===== src/rtl/ita_mask_gen_pkg.sv =====
// Shared types for the attention-mask generator: mode encoding, FSM states, config word
// and the compare-subtract modular add used by the residue logic.
package ita_mask_gen_pkg;

    localparam int unsigned MaskM        = 64;
    localparam int unsigned MaskMaxTiles = 16;
    localparam int unsigned MaskIdxW     = $clog2(MaskM * MaskMaxTiles) + 1;

    localparam int unsigned OffsetW = MaskIdxW;
    localparam int unsigned StrideW = MaskIdxW;
    localparam int unsigned WindowW = MaskIdxW;
    localparam int unsigned TileW   = $clog2(MaskMaxTiles) + 1;

    typedef enum logic [2:0] {
        MaskNone,
        MaskCausal,
        MaskAntiCausal,
        MaskStrided,
        MaskWindow,
        MaskStridedWindow
    } mask_mode_e;

    typedef enum logic [1:0] {
        StIdle,
        StPrep,
        StRun
    } mask_state_e;

    typedef struct packed {
        mask_mode_e                 mode;
        logic signed [OffsetW-1:0]  offset;
        logic [StrideW-1:0]         stride;
        logic [WindowW-1:0]         window;
        logic [TileW-1:0]           tile_s;
    } mask_cfg_t;

    // Operands are already reduced below s, so a single compare-subtract suffices.
    function automatic logic [MaskIdxW-1:0] mod_add(input logic [MaskIdxW-1:0] a,
                                                    input logic [MaskIdxW-1:0] b,
                                                    input logic [MaskIdxW-1:0] s);
        logic [MaskIdxW:0] sum;
        sum = {1'b0, a} + {1'b0, b};
        return (sum >= {1'b0, s}) ? MaskIdxW'(sum - {1'b0, s}) : MaskIdxW'(sum);
    endfunction

endpackage


===== src/rtl/ita_mask_mod.sv =====
// Serial restoring remainder: dividend mod divisor, one quotient bit per cycle, W cycles.
// done_o flags the final step; rem_o carries that step's result combinationally.
module ita_mask_mod #(
    parameter int unsigned W = 11
) (
    input  logic         clk_i,
    input  logic         rst_i,
    input  logic         start_i,
    input  logic [W-1:0] dividend_i,
    input  logic [W-1:0] divisor_i,
    output logic         done_o,
    output logic [W-1:0] rem_o
);

    localparam int unsigned CntW = $clog2(W + 1);
    localparam logic [CntW-1:0] CntLast = CntW'(W - 1);

    logic            busy_q, busy_d;
    logic [CntW-1:0] cnt_q, cnt_d;
    logic [W-1:0]    dvd_q, dvd_d;
    logic [W-1:0]    rem_q, rem_d;
    logic [W:0]      trial;
    logic [W-1:0]    trial_low;
    logic [W-1:0]    rem_step;

    // rem_q < divisor, so the shifted trial stays below 2*divisor and the
    // W-bit subtraction wraps to the exact result.
    assign trial     = {rem_q, dvd_q[W-1]};
    assign trial_low = {rem_q[W-2:0], dvd_q[W-1]};
    assign rem_step  = (trial >= {1'b0, divisor_i}) ? trial_low - divisor_i : trial_low;

    assign done_o = busy_q && (cnt_q == CntLast);
    assign rem_o  = rem_step;

    always_comb begin
        busy_d = busy_q;
        cnt_d  = cnt_q;
        dvd_d  = dvd_q;
        rem_d  = rem_q;
        if (start_i) begin
            busy_d = 1'b1;
            cnt_d  = '0;
            dvd_d  = dividend_i;
            rem_d  = '0;
        end else if (busy_q) begin
            rem_d = rem_step;
            dvd_d = {dvd_q[W-2:0], 1'b0};
            cnt_d = cnt_q + 1'b1;
            if (cnt_q == CntLast) begin
                busy_d = 1'b0;
            end
        end
    end

    always_ff @(posedge clk_i) begin
        if (rst_i) begin
            busy_q <= 1'b0;
            cnt_q  <= '0;
            dvd_q  <= '0;
            rem_q  <= '0;
        end else begin
            busy_q <= busy_d;
            cnt_q  <= cnt_d;
            dvd_q  <= dvd_d;
            rem_q  <= rem_d;
        end
    end

endmodule


===== src/rtl/ita_mask_gen.sv =====
// QK attention-mask generator: IdxW-cycle PREP, then one N-lane mask beat per valid/ready handshake;
// outputs hold while mask_ready_i is low. ITA_MASK_PADDING_EN adds valid_len_i padding masking.
module ita_mask_gen
    import ita_mask_gen_pkg::*;
#(
    parameter int unsigned  M        = 64,
    parameter int unsigned  N        = 16,
    parameter int unsigned  MaxTiles = 16,
    localparam int unsigned IdxW     = $clog2(M * MaxTiles) + 1
) (
    input  logic            clk_i,
    input  logic            rst_i,
    input  logic            start_i,
    input  mask_cfg_t       cfg_i,
`ifdef ITA_MASK_PADDING_EN
    input  logic [IdxW-1:0] valid_len_i,
`endif
    output logic [N-1:0]    mask_o,
    output logic            mask_valid_o,
    input  logic            mask_ready_i,
    output logic            busy_o,
    output logic            done_o
);

    localparam int unsigned Cg   = M / N;
    localparam int unsigned RitW = $clog2(M);
    localparam int unsigned CgW  = (Cg > 1) ? $clog2(Cg) : 1;
    localparam logic [RitW-1:0] RitLast = RitW'(M - 1);
    localparam logic [CgW-1:0]  CgLast  = CgW'(Cg - 1);
    localparam logic [IdxW-1:0] StepNum = IdxW'(M + N - 1);

    mask_state_e     state_q, state_d;
    mask_cfg_t       cfg_q, cfg_d;
    logic [IdxW-1:0] s_q, s_d;
    logic [IdxW-1:0] k_step_q, k_step_d;
    logic [IdxW-1:0] k_row_q, k_row_d;
    logic [IdxW-1:0] res_q, res_d;
    logic [RitW-1:0] rit_q, rit_d;
    logic [CgW-1:0]  cg_q, cg_d;
    logic [TileW-1:0] tx_q, tx_d;
    logic [TileW-1:0] ty_q, ty_d;
    logic            done_q, done_d;
`ifdef ITA_MASK_PADDING_EN
    logic [IdxW-1:0] vlen_q, vlen_d;
`endif

    logic            mod_start;
    logic            step_done, row_done;
    logic [IdxW-1:0] step_rem, row_rem;
    logic [IdxW-1:0] row_num;
    logic [TileW-1:0] t_last;
    logic            last_beat;

    // Distance from the last column of a tile row back to column 0, one row down.
    assign row_num = IdxW'(cfg_i.tile_s) * IdxW'(M) - IdxW'(N - 1);

    ita_mask_mod #(.W(IdxW)) u_mod_step (
        .clk_i      (clk_i),
        .rst_i      (rst_i),
        .start_i    (mod_start),
        .dividend_i (StepNum),
        .divisor_i  (s_q),
        .done_o     (step_done),
        .rem_o      (step_rem)
    );

    ita_mask_mod #(.W(IdxW)) u_mod_row (
        .clk_i      (clk_i),
        .rst_i      (rst_i),
        .start_i    (mod_start),
        .dividend_i (row_num),
        .divisor_i  (s_q),
        .done_o     (row_done),
        .rem_o      (row_rem)
    );

    assign t_last    = cfg_q.tile_s - TileW'(1);
    assign last_beat = (rit_q == RitLast) && (cg_q == CgLast) && (tx_q == t_last) && (ty_q == t_last);

    always_comb begin
        state_d   = state_q;
        cfg_d     = cfg_q;
        s_d       = s_q;
        k_step_d  = k_step_q;
        k_row_d   = k_row_q;
        res_d     = res_q;
        rit_d     = rit_q;
        cg_d      = cg_q;
        tx_d      = tx_q;
        ty_d      = ty_q;
        done_d    = 1'b0;
        mod_start = 1'b0;
`ifdef ITA_MASK_PADDING_EN
        vlen_d    = vlen_q;
`endif
        case (state_q)
            StIdle: begin
                if (start_i) begin
                    cfg_d = cfg_i;
                    s_d   = (cfg_i.stride == '0) ? IdxW'(1) : IdxW'(cfg_i.stride);
                    res_d = '0;
                    rit_d = '0;
                    cg_d  = '0;
                    tx_d  = '0;
                    ty_d  = '0;
`ifdef ITA_MASK_PADDING_EN
                    vlen_d = valid_len_i;
`endif
                    if (cfg_i.tile_s == '0) begin
                        done_d = 1'b1;
                    end else begin
                        state_d   = StPrep;
                        mod_start = 1'b1;
                    end
                end
            end
            StPrep: begin
                if (step_done && row_done) begin
                    k_step_d = step_rem;
                    k_row_d  = (row_rem == '0) ? '0 : s_q - row_rem;
                    state_d  = StRun;
                end
            end
            StRun: begin
                if (mask_ready_i) begin
                    if (last_beat) begin
                        state_d = StIdle;
                        done_d  = 1'b1;
                    end else if (rit_q != RitLast) begin
                        rit_d = rit_q + 1'b1;
                        res_d = (res_q == '0) ? s_q - 1'b1 : res_q - 1'b1;
                    end else begin
                        rit_d = '0;
                        if (cg_q != CgLast) begin
                            cg_d  = cg_q + 1'b1;
                            res_d = mod_add(res_q, k_step_q, s_q);
                        end else begin
                            cg_d = '0;
                            if (tx_q != t_last) begin
                                tx_d  = tx_q + 1'b1;
                                res_d = mod_add(res_q, k_step_q, s_q);
                            end else begin
                                tx_d  = '0;
                                ty_d  = ty_q + 1'b1;
                                res_d = mod_add(res_q, k_row_q, s_q);
                            end
                        end
                    end
                end
            end
            default: state_d = StIdle;
        endcase
    end

    always_ff @(posedge clk_i) begin
        if (rst_i) begin
            state_q  <= StIdle;
            cfg_q    <= '0;
            s_q      <= '0;
            k_step_q <= '0;
            k_row_q  <= '0;
            res_q    <= '0;
            rit_q    <= '0;
            cg_q     <= '0;
            tx_q     <= '0;
            ty_q     <= '0;
            done_q   <= 1'b0;
`ifdef ITA_MASK_PADDING_EN
            vlen_q   <= '0;
`endif
        end else begin
            state_q  <= state_d;
            cfg_q    <= cfg_d;
            s_q      <= s_d;
            k_step_q <= k_step_d;
            k_row_q  <= k_row_d;
            res_q    <= res_d;
            rit_q    <= rit_d;
            cg_q     <= cg_d;
            tx_q     <= tx_d;
            ty_q     <= ty_d;
            done_q   <= done_d;
`ifdef ITA_MASK_PADDING_EN
            vlen_q   <= vlen_d;
`endif
        end
    end

    logic [IdxW-1:0]        col_base, row_pos, lane_col, lane_r;
    logic signed [IdxW:0]   lane_d, lane_ad, off_x, win_x;
    logic                   lane_far, lane_bit;
    logic [N-1:0]           mask_bits;

    assign col_base = IdxW'(tx_q) * IdxW'(M) + IdxW'(cg_q) * IdxW'(N);
    assign row_pos  = IdxW'(ty_q) * IdxW'(M) + IdxW'(rit_q);
    assign off_x    = (IdxW + 1)'(cfg_q.offset);
    assign win_x    = $signed({1'b0, cfg_q.window});

    // res_q tracks (col - row) mod S for lane 0; later lanes chain +1 mod S.
    always_comb begin
        mask_bits = '0;
        lane_r    = res_q;
        lane_col  = '0;
        lane_d    = '0;
        lane_ad   = '0;
        lane_far  = 1'b0;
        lane_bit  = 1'b0;
        for (int i = 0; i < N; i++) begin
            lane_col = col_base + IdxW'(i);
            lane_d   = $signed({1'b0, lane_col}) - $signed({1'b0, row_pos});
            lane_ad  = (lane_d < 0) ? -lane_d : lane_d;
            lane_far = (lane_ad >= win_x);
            case (cfg_q.mode)
                MaskCausal:        lane_bit = (lane_d > off_x);
                MaskAntiCausal:    lane_bit = ((-lane_d) > off_x);
                MaskStrided:       lane_bit = (lane_r != '0);
                MaskWindow:        lane_bit = lane_far;
                MaskStridedWindow: lane_bit = (lane_r != '0) && lane_far;
                default:           lane_bit = 1'b0;
            endcase
`ifdef ITA_MASK_PADDING_EN
            mask_bits[i] = lane_bit || (lane_col >= vlen_q) || (row_pos >= vlen_q);
`else
            mask_bits[i] = lane_bit;
`endif
            lane_r = mod_add(lane_r, IdxW'(1), s_q);
        end
    end

    assign mask_o       = (state_q == StRun) ? mask_bits : '0;
    assign mask_valid_o = (state_q == StRun);
    assign busy_o       = (state_q != StIdle);
    assign done_o       = done_q;

endmodule

===== config.mk =====
export PLATFORM = sky130hd
export DESIGN_NAME = ita_mask_gen
export DESIGN_NICKNAME = d
export VERILOG_FILES = /design/src/rtl/ita_mask_gen_pkg.sv /design/src/rtl/ita_mask_mod.sv /design/src/rtl/ita_mask_gen.sv
export SDC_FILE = /design/constraint.sdc
export NUM_CORES = 2
export LEC_CHECK = 0
export CAP_MARGIN = 20
export CELL_PAD_IN_SITES_DETAIL_PLACEMENT = 0
export CELL_PAD_IN_SITES_GLOBAL_PLACEMENT = 1
export CORE_MARGIN = 1
export CORE_UTILIZATION = 38
export DETAILED_ROUTE_END_ITERATION = 16
export PLACE_DENSITY = 0.7
export SKIP_CTS_REPAIR_TIMING = 1
export SYNTH_ARGS = -nofsm -noshare
export SYNTH_HDL_FRONTEND = slang
export SYNTH_SLANG_ARGS = --single-unit

===== constraint.sdc =====
create_clock -name clk_i -period 181.2 [get_ports clk_i]
set_input_delay 36.24 -clock clk_i [delete_from_list [all_inputs] [get_ports clk_i]]
set_output_delay 36.24 -clock clk_i [all_outputs]
set_load 0.01 [all_outputs]

==> flow_summary.ini <==
[run_status]
status = finished clean

[drt]
dr.pass1.iters = 6
wl_um = 169600
vias = 44540
drtAntennaViolNets = 0
routed_via_density = 6.014
avgRoutedWirePerCell_um = 22.90
first_iter_violations = 3969
drc = 0

[synth]
netlist_instances = 5887
synth-main-ff-cell = dfxtp_1
synth-edff-count = 0
syn-num-nets = 6752
syn-cell-area_mm2 = 0.04433
avgSynthCellArea_um2 = 7.531
ys_warn_count = 0
synth_cell_types = 153
async_reset_ff_frac = 0
synth_seq_cells = 149
seq_area_frac_synth = 0.06728

[floorplanning]
io_pins = 64
die_y_um = 343.6
initial_core_util = 0.3856
dieWidth_um = 343.6
num_rows = 124
die-area_mm2 = 0.1180
coreArea_mm2 = 0.1150

[flow_run]
drv_cap = 0

[clock_tree]
cts_sinks = 149
htree_levels = 4
cts_buffers = 17
clockBufferDepth = 2
cts_tree = yes
clkTransAtPathRegs_ns = 0.07
cts_root_buffer = clkbuf_16
worstSkewPairLatency_ns = 0.44

[sta]
tightest_slew_ns = 1.068
max_freq_ghz = 0.009984
rsz0062_at_grt = false
finalClockSkew_ns = 0.01023
finalSetupTns_ns = 0
fin_crit_sh = 0.5528
hold_viol_final = 0
slew-limit-headroom = 0.2883
drv_slew = 0
period_needed_ns = 100.16
setup_viol = 0

[worst_setup_path]
setup.worst_path.start_class = register
crit_path_start = res_q[3]
endpoint = mask_o[15]
r2r-end = k_row_q[10]
reg2reg_depth = 29
cp.required_ns = 144.96
crit_top_cell = a21o_1
slowest_delay_ns = 0.79
worstSetupPathType = register to primary output
cp_data_arrival_time_ns = 63.92
regToRegSetupSlack_ns = 174.57
critPathSlowestCell = a21oi_1
cp-end-kind = primary output
timing.rr.start = s_q[2]
critPathMaxFanout = 25

[finish]
drive_gt1_frac = 0.05652
finalNetCount = 6745
num-fill-cells = 12070
area_growth_pct = 6.647

[global_route]
grt_pass1_vias = 42040
antenna_found_initial = 4
grt-ovfl-total = 0
grt_pass1_wl_um = 257300
grt_max_degree = 84
track_usage = 0.2798

[placed_design]
place.gp.congestion = 1.027
io_buffer_count = 63
dpl.hpwl_um = 129700

[min_path]
hold_class = register to register
hold_depth = 2
## area by class of cell
| cell class | count | area [um2] | area share |
|---|---|---|---|
| multi-input combinational | 5287 | 39500 | 0.8355 |
| sequential | 149 | 2987 | 0.06317 |
| tap | 1512 | 1892 | 0.04001 |
| timing repair buffer | 148 | 1274 | 0.02694 |
| inverter | 277 | 1040 | 0.02199 |
| clock buffer | 21 | 460.4 | 0.009739 |
| clock inverter | 10 | 122.6 | 0.002593 |
| antenna | 1 | 2.502 | 0.00005293 |
## worst min-delay path by stage
stage	startpoint	endpoint	slack, ns
floorplan	k_step_q[0]	k_step_q[0]	0.44
global placement	cfg_q[14]	cfg_q[14]	0.44
detailed placement	cfg_q[30]	cfg_q[30]	0.45
CTS	cfg_q[31]	cfg_q[31]	0.46
global route	cfg_q[12]	cfg_q[12]	0.47
finish	cfg_q[11]	cfg_q[11]	0.45
## logic make-up after synthesis
group	synth area share
AND/OR/NAND/NOR	0.2355
AO/OA/AOI/OAI	0.2468
adder cells (fa/ha/maj)	0.2355
XOR/XNOR	0.1461
buffers and inverters	0.04296
flip-flops	0.06728
multiplexers	0.02588
## state kept, by name, summed over array words and instances (netlist names), 6 cells and up
signal,count
cfg_q,30
k_row_q,11
k_step_q,11
res_q,11
s_q,11
u_mod_row.dvd_q,11
u_mod_row.rem_q,11
u_mod_step.dvd_q,11
u_mod_step.rem_q,11
rit_q,6
## per-stage QoR
step | instance area, um2 | hold WS, ns | instances | worst slack, ns | utilization
5_1_grt | 47280 | 0.4747 | 7404 | 76.17 | 0.4112
3_3_place_gp | 46660 | 0.4431 | 7370 | 84.11 | 0.4059
2_1_floorplan | 44330 | 0.4362 | 5887 | 90.59 | -
6_report | 47280 | 0.4532 | 7405 | 81.04 | 0.4112
3_5_place_dp | 46660 | 0.4477 | 7370 | 82.64 | 0.4059
4_1_cts | 47250 | 0.4563 | 7401 | 81.91 | 0.4110
## cells in the final DEF, fill, tap and decap left out, types with 111 or more instances in the layout
cell type / instances
nand2b_1: 141
nor2b_1: 178
xor2_1: 278
xnor2_1: 454
inv_1: 252
a21oi_1: 443
nand2_1: 455
nor3_1: 141
nand4_1: 176
dfxtp_1: 146
nor2_1: 447
o21ai_0: 326
a21o_1: 265
ha_1: 796
nand3_1: 111
## metal layers
layer | part of all wire | GRT usage | vias up
li1 | - | - | 21530
met1 | 0.48 | 0.4046 | 21330
met2 | 0.43 | 0.4360 | 1443
met3 | 0.068 | 0.03117 | 224
met4 | 0.027 | 0.07269 | 2
met5 | 0.000077 | 0 | -
## synthesized netlist by cell type, drive strengths merged (28+ instances only)
cell type / instances / area share
inv: 269 / 0.023
o21a: 34 / 0.0058
a22oi: 45 / 0.0077
nand2b: 141 / 0.020
nor3b: 30 / 0.0052
o211ai: 40 / 0.0072
nand4: 177 / 0.025
and2: 59 / 0.0086
dfxtp: 149 / 0.067
clkbuf: 114 / 0.0097
nor3: 148 / 0.017
or3: 37 / 0.0053
nand2: 457 / 0.039
buf: 57 / 0.0091
mux2i: 85 / 0.020
a31oi: 42 / 0.0079
or2: 31 / 0.0044
xor2: 280 / 0.056
ha: 796 / 0.22
o21ai: 354 / 0.041
a21oi: 456 / 0.053
o31ai: 28 / 0.0060
nor2b: 180 / 0.025
and3: 36 / 0.0052
nor4: 48 / 0.0089
a211oi: 73 / 0.013
nand3: 113 / 0.013
o311ai: 35 / 0.0073
a21o: 266 / 0.045
xnor2: 456 / 0.090
nor2: 452 / 0.039
## worst max-delay path: cells and delay by family, from the launching register on
kind / cells / cell delay [ns]
mux: 9 / 4.10
compound gates: 130 / 28.59
xor+xnor: 6 / 1.54
flops: 1 / 0.65
simple gates: 69 / 13.94
fa+ha+maj: 29 / 10.51
buf+inv: 22 / 3.98
Power is not shown: default switching activity piles up to over one toggle a cycle in this logic, so the estimate is an artifact.
